File: config.mk
export PLATFORM = sky130hd
export DESIGN_NAME = bpsk_phase_gen_flat
export DESIGN_NICKNAME = d
export VERILOG_FILES = /design/src/rtl/bpsk_phase_gen_if.sv /design/src/rtl/bpsk_phase_gen.sv /design/src/flat_wrapper.sv
export SDC_FILE = /design/constraint.sdc
export NUM_CORES = 1
export LEC_CHECK = 0
export CAP_MARGIN = 40
export CORE_UTILIZATION = 28
export CTS_CLUSTER_DIAMETER = 60
export DETAILED_ROUTE_END_ITERATION = 10
export SKIP_CTS_REPAIR_TIMING = 1
export SLEW_MARGIN = 30
export SYNTH_ARGS = -nofsm -noshare
export SYNTH_HDL_FRONTEND = slang
export SYNTH_SLANG_ARGS = --single-unit
File: constraint.sdc
create_clock -name clk -period 3.91 [get_ports clk]
set_input_delay 0.391 -clock clk [delete_from_list [all_inputs] [get_ports clk]]
set_output_delay 0.391 -clock clk [all_outputs]
set_load 0.005 [all_outputs]
File: src/rtl/bpsk_phase_gen_if.sv
// Symbol-in / phase-out bus for bpsk_phase_gen: symbol handshake, modulation settings and phase stream.
// The master side drives symbols and settings, and the slave side (the generator) returns ready/phase/underrun.
interface bpsk_phase_gen_if #(
  parameter int PHASE_W = 9,
  parameter int ACC_W   = 24,
  parameter int SPS_W   = 8
);
  logic               enable;
  logic [ACC_W-1:0]   fcw;
  logic [SPS_W-1:0]   sps;
  logic               sym_valid;
  logic               sym_bit;
  logic               sym_ready;
  logic [PHASE_W-1:0] phase_out;
  logic               phase_valid;
  logic               underrun;

  modport master (
    output enable, fcw, sps, sym_valid, sym_bit,
    input  sym_ready, phase_out, phase_valid, underrun
  );

  modport slave (
    input  enable, fcw, sps, sym_valid, sym_bit,
    output sym_ready, phase_out, phase_valid, underrun
  );
endinterface

File: src/rtl/bpsk_phase_gen.sv
// BPSK phase generator: phase-continuous NCO whose top bits are offset by a half turn for '1' symbols.
// Optional macro BPSK_DIFF_EN selects differential encoding (flip = sym_bit XOR previous flip).
module bpsk_phase_gen #(
  parameter int PHASE_W = 9,
  parameter int ACC_W   = 24,
  parameter int SPS_W   = 8
) (
  input logic              clk,
  input logic              rst_n,
  bpsk_phase_gen_if.slave  bus
);

  typedef enum logic {IDLE, RUN} state_e;

  state_e             state_q, state_d;
  logic [ACC_W-1:0]   acc_q, acc_d;
  logic [ACC_W-1:0]   fcw_q, fcw_d;
  logic [SPS_W-1:0]   rem_q, rem_d;
  logic               flip_q, flip_d;
  logic [PHASE_W-1:0] phase_q, phase_d;
  logic               underrun_q, underrun_d;

  logic               accept;
  logic               lastSample;
  logic [SPS_W-1:0]   spsEff;
  logic [PHASE_W-1:0] phaseRun;

  assign lastSample = (rem_q == SPS_W'(1));
  assign spsEff     = (bus.sps == '0) ? SPS_W'(1) : bus.sps;
  assign phaseRun   = acc_q[ACC_W-1 -: PHASE_W] + {flip_q, {(PHASE_W-1){1'b0}}};

  // Ready is gated by rst_n so it reads 0 during reset even while enable is high.
  assign bus.sym_ready   = rst_n & bus.enable & ((state_q == IDLE) | lastSample);
  assign accept          = bus.sym_valid & bus.sym_ready;
  assign bus.phase_valid = (state_q == RUN);
  assign bus.phase_out   = (state_q == RUN) ? phaseRun : phase_q;
  assign bus.underrun    = underrun_q;

  always_ff @(posedge clk or negedge rst_n) begin
    if (!rst_n) begin
      state_q    <= IDLE;
      acc_q      <= '0;
      fcw_q      <= '0;
      rem_q      <= '0;
      flip_q     <= 1'b0;
      phase_q    <= '0;
      underrun_q <= 1'b0;
    end else begin
      state_q    <= state_d;
      acc_q      <= acc_d;
      fcw_q      <= fcw_d;
      rem_q      <= rem_d;
      flip_q     <= flip_d;
      phase_q    <= phase_d;
      underrun_q <= underrun_d;
    end
  end

  // The accumulator advances on every RUN cycle, including the one that accepts the next symbol,
  // which keeps the carrier phase-continuous across symbols.
  always_comb begin
    state_d    = state_q;
    acc_d      = acc_q;
    fcw_d      = fcw_q;
    rem_d      = rem_q;
    flip_d     = flip_q;
    phase_d    = phase_q;
    underrun_d = 1'b0;

    if (state_q == RUN) begin
      acc_d   = acc_q + fcw_q;
      rem_d   = rem_q - SPS_W'(1);
      phase_d = phaseRun;
      if (lastSample && !accept) begin
        state_d    = IDLE;
        underrun_d = 1'b1;
      end
    end

    if (accept) begin
      state_d = RUN;
      fcw_d   = bus.fcw;
      rem_d   = spsEff;
`ifdef BPSK_DIFF_EN
      flip_d  = bus.sym_bit ^ flip_q;
`else
      flip_d  = bus.sym_bit;
`endif
    end
  end

endmodule

File: src/flat_wrapper.sv
// flat-port wrapper written by rule: the top's interface ports become plain ports
module bpsk_phase_gen_flat 
#(
  parameter int PHASE_W = 9,
  parameter int ACC_W   = 24,
  parameter int SPS_W   = 8
)
  (clk, rst_n, bus_enable, bus_fcw, bus_sps, bus_sym_valid, bus_sym_bit, bus_sym_ready, bus_phase_out, bus_phase_valid, bus_underrun);
  bpsk_phase_gen_if #(.PHASE_W(PHASE_W), .ACC_W(ACC_W), .SPS_W(SPS_W)) bus_i ();
  input logic clk;
  input logic rst_n;
  input wire logic [$bits(bus_i.enable)-1:0] bus_enable;
  input wire logic [$bits(bus_i.fcw)-1:0] bus_fcw;
  input wire logic [$bits(bus_i.sps)-1:0] bus_sps;
  input wire logic [$bits(bus_i.sym_valid)-1:0] bus_sym_valid;
  input wire logic [$bits(bus_i.sym_bit)-1:0] bus_sym_bit;
  output wire logic [$bits(bus_i.sym_ready)-1:0] bus_sym_ready;
  output wire logic [$bits(bus_i.phase_out)-1:0] bus_phase_out;
  output wire logic [$bits(bus_i.phase_valid)-1:0] bus_phase_valid;
  output wire logic [$bits(bus_i.underrun)-1:0] bus_underrun;
  assign bus_i.enable = bus_enable;
  assign bus_i.fcw = bus_fcw;
  assign bus_i.sps = bus_sps;
  assign bus_i.sym_valid = bus_sym_valid;
  assign bus_i.sym_bit = bus_sym_bit;
  assign bus_sym_ready = bus_i.sym_ready;
  assign bus_phase_out = bus_i.phase_out;
  assign bus_phase_valid = bus_i.phase_valid;
  assign bus_underrun = bus_i.underrun;
  bpsk_phase_gen #(.PHASE_W(PHASE_W), .ACC_W(ACC_W), .SPS_W(SPS_W)) u_core (.clk(clk), .rst_n(rst_n), .bus(bus_i));
endmodule
==> results by group, run 1 <==
STA
  – # setup viols final: 0
  – Clock skew: 0.005828 ns
  – Peak Freq: 349.2 MHz
  – RSZ-0062 raised after global routing: false
  – Hold_ws: 0.2209 ns
  – Tmin final: 2.864 ns
  – Max_slew headroom: 64.58%
  – Final Hold Vio Count: 0
  – Slew @ Worst Pin: 0.5258 ns
  – Final Max Slew Viols: 0
  – Setup_tns: 0 ns
  – Tcrit/Tclk final: 73.24%

Synth
  – Ys async rst share: 100.0%
  – Mapped Nets: 434
  – Number of synthesized register bits: 68
  – Top-area cell type share of the netlist area: 42.08%
  – Cell area after synthesis: 0.004044 mm^2
  – Synth top cells by count: 68 x dfrtp_1, 33 x a21oi_1, 27 x mux2_2
  – Library cells used by synthesis: 50
  – Number of synthesized flops with an enable pin: 0
  – Yosys synthesis warning count: 0
  – Most frequent cell after synthesis: dfrtp_1
  – Ys flop type: dfrtp_1
  – Synth area leader: dfrtp_1
  – Synth top area cells: dfrtp_1 42%, mux2_4 8.9%, ha_1 7.7%
  – Seq/Total Area, Yosys: 42.08%
  – Mean Syn Cell Area: 10.90 um^2
  – Synth Instances: 371

Routing
  – Routed WL per cell: 14.71 um
  – 1st-iter DRT viols: 97
  – Final wirelength: 8853 um
  – Drt pass-1 iters: 4
  – Vias per inst: 4.904
  – Drt drc: 0
  – Routed Antenna Nets: 0
  – Routed via count: 2,952

Floorplanning
  – Core box area: 0.01399 mm^2
  – Die height: 122.2 um
  – Initial Util: 28.91%
  – I/O pin total: 49
  – # rows: 43
  – Chip Width: 122.2 um
  – Die area: 0.01493 mm^2

Worst setup path
  – Worst path required time: 3.52 ns
  – Worst setup EP type: output pin
  – Critical path data arrival time: 2.47 ns
  – Crit-path max FO: 4
  – Critical path type: reg2out
  – Worst R2R Setup Slack: 1.21 ns
  – CP startpoint kind: flop

Cells and area
  – # fillers: 1,423
  – Layout Cells excl Fill: 602
  – Share of cells above drive strength 1: 17.06%
  – Area Growth Syn to Fin: 23.58%
  – Ant diodes: 0
  – Final nets: 480

Min path
  – Min-delay worst type: in2async

Global route
  – Total grt overflow: 0
  – Vias in the first global route: 3,071
  – Initial antenna violation count: 0
  – Tot GR Track Use: 13.10%
  – First-pass GRT wire length: 15,000 um
  – Pin count of the biggest net entering global routing: 39

Pwr
  – Sw Share: 19.32%
  – Int Power: 1.268 mW
  – Sw power: 0.3037 mW
  – Gate power share: 3.6%
  – Worst vdd ir: 148.8 uV
  – Clk pwr share: 51.5%
  – PnR Total Power: 1.572 mW
  – Flop pwr share: 44.8%
  – PwrDens: 314.5 mW/mm^2
  – Leakage: 2.369 nW

CTS
  – Htree depth: 3
  – Clk Latency, worst-skew pair: 0.33 ns
  – Root Buffer: clkbuf_16
  – CTS tree: built
  – Clk sinks: 68
  – Clock buffer depth: 2
  – Inserted Clock Buffers: 9
  – Clock-pin slew on the worst setup and hold paths: 0.05 ns

Place
  – Hpwl dp: 6501 um
  – RePlAce Congestion: 0.9003
  – Dpl cells: 586
  – IO buf count: 48

Run
  – Max-cap violations: 0

Run status
  – Outcome: finished, final reports clean
==> state kept, by name (all words and copies together), names as in the netlist <==
name / cells
u_core.bus.phase_valid: 1
u_core.flip_q: 1
u_core.fcw_q: 24
u_core.phase_q: 9
u_core.bus.underrun: 1
u_core.acc_q: 24
u_core.rem_q: 8
==> metrics by stage <==
step / instance area, um^2 / worst slack, ns / util, %
finish: 4997 / 1.046 / 35.72
global route: 4997 / 0.9109 / 35.72
CTS: 4997 / 1.018 / 35.72
detailed placement: 4700 / 1.209 / 33.60
global placement: 4679 / 1.295 / 33.45
floorplan: 4044 / 1.673 / -
==> per-layer routing <==
layer | global-route usage (%) | vias up | wire (um)
li1 | - | 1460 | -
met1 | 17.83 | 1421 | 4387
met2 | 20.16 | 60 | 3987
met3 | 2.247 | 11 | 329
met4 | 6.098 | 0 | 149
met5 | 0 | - | 0
==> final timing paths <==
kind | start | end | cells past startpoint
hold / removal | rst_n | u_core.acc_q[3] | 2
hold reg to reg | u_core.phase_q[2] | u_core.phase_q[2] | 1
setup / recovery | u_core.rem_q[3] | bus_sym_ready | 5
max in group asynchronous | rst_n | u_core.phase_q[2] | 3
min in group clk | u_core.phase_q[2] | u_core.phase_q[2] | 1
setup reg to reg | u_core.rem_q[3] | u_core.fcw_q[15] | 6
==> critical path, cell delays in order (launching register included) <==
cell	delay [ns]
dfrtp_1	0.41
or4_1	0.57
nor4b_2	0.27
nand2b_2	0.22
and3_1	0.17
clkdlybuf4s50_1	0.50
==> layout make-up <==
cell class                 instances  area (um^2)  area share (%)
clock inverter                     1        30.03          0.6009
inverter                           9        33.78          0.6760
timing repair buffer              52        518.0           10.37
tap                              180        225.2           4.507
multi-input combinational        277         2221           44.44
sequential                        68         1702           34.05
clock buffer                      15        267.8           5.358
==> cells by family after synthesis <==
logic type | synth area share [%]
flip-flops | 42.08
buffers and inverters | 3.001
adder cells (fa/ha/maj) | 8.230
XOR/XNOR | 5.415
AND/OR/NAND/NOR | 11.39
AO/OA/AOI/OAI | 12.96
multiplexers | 16.92
==> power groups by stage <==
stage | sequential (mW) | combinational [mW] | clock (mW)
global route | 0.704 | 0.0634 | 0.858
global placement | 0.717 | 0.0572 | 0
floorplan | 0.717 | 0.00103 | 0
CTS | 0.704 | 0.0599 | 0.830
detailed placement | 0.717 | 0.0594 | 0
finish | 0.705 | 0.0573 | 0.810
==> cells in the final DEF (no fill, tap or decap), types with 2 or more instances in the layout <==
cell type	instances
and3_1	4
ha_1	25
clkdlybuf4s50_1	47
clkbuf_16	9
nor2_1	18
or3_1	2
dfrtp_1	68
o21ai_0	15
a21oi_1	33
mux2i_1	2
o21a_1	5
o211ai_1	3
xor2_1	10
clkbuf_1	4
nand3b_1	2
a21o_1	3
nor4_1	3
nor2b_1	2
a211oi_1	7
nand4_1	7
mux2_2	27
nor3_1	11
o31ai_1	5
clkbuf_8	2
buf_4	3
xnor2_1	15
nand2_1	23
o21bai_1	2
mux2_4	24
or4_1	2
inv_1	9
nand3_1	8
Note: power is estimated with default switching activity, not from simulation.
==> inputs of run 2 (changes only) <==
Clock period 3.91 ns to 2.8 ns, I/O delays scaled along.
==> results by group, run 2 (synthesized netlist as in run 1, its figures left out) <==
CTS
  – CTS tree: built
  – Clock-pin slew on the worst setup and hold paths: 0.06 ns (about the same)
  – Htree depth: 3 (unchanged)
  – Inserted Clock Buffers: 9 (unchanged)
  – Clk Latency, worst-skew pair: 0.34 ns (about the same)
  – Clock buffer depth: 2 (unchanged)
  – Clk sinks: 68 (unchanged)
  – Root Buffer: clkbuf_16

Worst setup path
  – Bufs and invs on worst path: 1 (unchanged)
  – Critical path data arrival time: 2.43 ns (-0.04 ns)
  – CP delay by family, top: simple AND/OR/NAND/NOR gates
  – Cell breakdown of the critical path: or4_4 > nor4b_4 > nand2b_4 > and3_1 > clkdlybuf4s50_1
  – Crit-path max cell delay: 0.58 ns (about the same)
  – Critical path type: reg2out
  – CP startpoint kind: flop
  – Worst path required time: 2.52 ns (-1.00 ns)
  – Crit-path max FO: 4 (unchanged)
  – Slowest-stage cell, CP: or4_4
  – Worst setup EP type: output pin

Routing
  – Drt drc: 0 (unchanged)
  – Final wirelength: 8911 um (+0.66%)
  – Drt pass-1 iters: 4 (unchanged)
  – Routed WL per cell: 14.68 um (-0.17%)
  – Vias per inst: 4.857 (-0.96%)
  – Routed Antenna Nets: 0 (unchanged)
  – Routed via count: 2,948 (-0.14%)
  – 1st-iter DRT viols: 106 (+9.3%)

Global route
  – First-pass GRT wire length: 14,880 um (-0.83%)
  – Total grt overflow: 0 (unchanged)
  – Vias in the first global route: 3,070 (-0.033%)
  – Tot GR Track Use: 12.98% (-0.12 points)
  – Initial antenna violation count: 0 (unchanged)
  – Pin count of the biggest net entering global routing: 51 (+31%)

STA
  – Slew @ Worst Pin: 0.6658 ns (+0.1400 ns)
  – # setup viols final: 0 (unchanged)
  – Tmin final: 2.709 ns
  – Tcrit/Tclk final: 96.76%
  – Peak Freq: 369.1 MHz
  – Final Hold Vio Count: 0 (unchanged)
  – Final Max Slew Viols: 0 (unchanged)
  – Clock skew: 0.007003 ns (+0.001175 ns)
  – Max_slew headroom: 55.62% (-9.0 points)

Floorplanning
  – Core box area: 0.01399 mm^2 (unchanged)
  – Die area: 0.01493 mm^2 (unchanged)
  – Initial Util: 28.91% (unchanged)
  – Chip Width: 122.2 um (unchanged)
  – I/O pin total: 49 (unchanged)
  – # rows: 43 (unchanged)
  – Die height: 122.2 um (unchanged)

Cells and area
  – Final nets: 485 (+1.0%)
  – Final Cell Area: 0.005067 mm^2 (+1.4%)
  – Most common cell after layout, fill and taps aside: dfrtp_1
  – Layout Cells excl Fill: 607 (+0.83%)
  – Area Growth Syn to Fin: 25.31%
  – Ant diodes: 0 (unchanged)
  – Commonest cells after routing, fill and taps aside: 68 x dfrtp_1, 47 x clkdlybuf4s50_1, 33 x a21oi_1
  – Biggest regs: u_core.acc_q (24), u_core.fcw_q (24), u_core.phase_q (9)
  – Share of cells above drive strength 1: 18.97% (+1.9 points)

Place
  – Area post-placement: 0.004737 mm^2 (+0.80%)
  – Dpl cells: 590 (+0.68%)
  – RePlAce Congestion: 0.8663 (-3.8%)
  – Hpwl dp: 6493 um (-0.12%)
  – IO buf count: 48 (unchanged)

Run
  – Max-cap violations: 0 (unchanged)

Pwr
  – PwrDens: 437.4 mW/mm^2 (+39%)
  – Leakage: 2.418 nW (+2.1%)
  – Worst vdd ir: 206.6 uV (+39%)

Run status
  – Outcome: finished, final reports clean

Min path
  – Min-delay worst type: in2async
## run 2: per-layer routing
| layer | up-vias | global-route usage [%] | routed length [um] |
|---|---|---|---|
| li1 | 1455 | - | - |
| met1 | 1430 | 16.37 | 4275 |
| met2 | 53 | 20.48 | 4122 |
| met3 | 10 | 4.682 | 386 |
| met4 | 0 | 4.268 | 126 |
| met5 | - | 0 | 0 |
## run 2: worst register-to-register path: cells and delay by family, from the launching register on
family	cells	cell delay, ns
AO/OA/AOI/OAI	4	0.92
adder cells (fa/ha/maj)	2	0.65
XOR/XNOR	1	0.16
multiplexers	1	0.26
flip-flops	1	0.38
## run 2: through the flow
step | power (mW) | utilization (%) | setup TNS, ns | setup WS [ns] | hold slack, ns
3_5_place_dp | 1.083 | 33.86 | 0 | 0.1435 | 0.09815
2_1_floorplan | 1.002 | - | 0 | 0.5631 | -0.01559
4_1_cts | 2.255 | 36.03 | 0 | 0.02369 | -0.2754
5_1_grt | 2.283 | 36.23 | -0.008207 | -0.008207 | 0.3651
3_3_place_gp | 1.078 | 33.67 | 0 | 0.2064 | 0.09344
6_report | 2.217 | 36.23 | 0 | 0.09077 | 0.3615
## run 2: worst paths after layout
path / startpoint / to / slack [ns] / cells after the start
max reg2reg: u_core.fcw_q[0] / u_core.acc_q[16] / 0.31 / 8
min in group clk: u_core.phase_q[2] / u_core.phase_q[2] / 0.50 / 1
max in group asynchronous: rst_n / u_core.fcw_q[12] / 1.64 / 4
min reg2reg: u_core.phase_q[2] / u_core.phase_q[2] / 0.50 / 1
max: u_core.rem_q[3] / bus_sym_ready / 0.09 / 5
min: rst_n / u_core.bus.underrun / 0.36 / 2
## run 2: cell type report
class / instances / area (um^2)
clock buffers: 10 / 239.0
clock inverters: 6 / 63.81
fillers: 1389 / 8921
inverters: 9 / 33.78
multi-input cells: 277 / 2238
flip-flops and latches: 68 / 1702
well taps: 180 / 225.2
repair buffers: 57 / 565.5
## run 2: where the power goes
group          switching [mW]  internal, mW  leakage, nW
Clock                   0.442         0.711        0.144
Combinational          0.0308        0.0500         1.35
Sequential                  0         0.983        0.926
Total                   0.472          1.74         2.42
==> inputs of run 3 (changes only) <==
Settings changed: CTS_CLUSTER_DIAMETER 60 to 30.
==> results of run 3 <==
No change in the layout: final DEF, timing and power equal those of run 2.
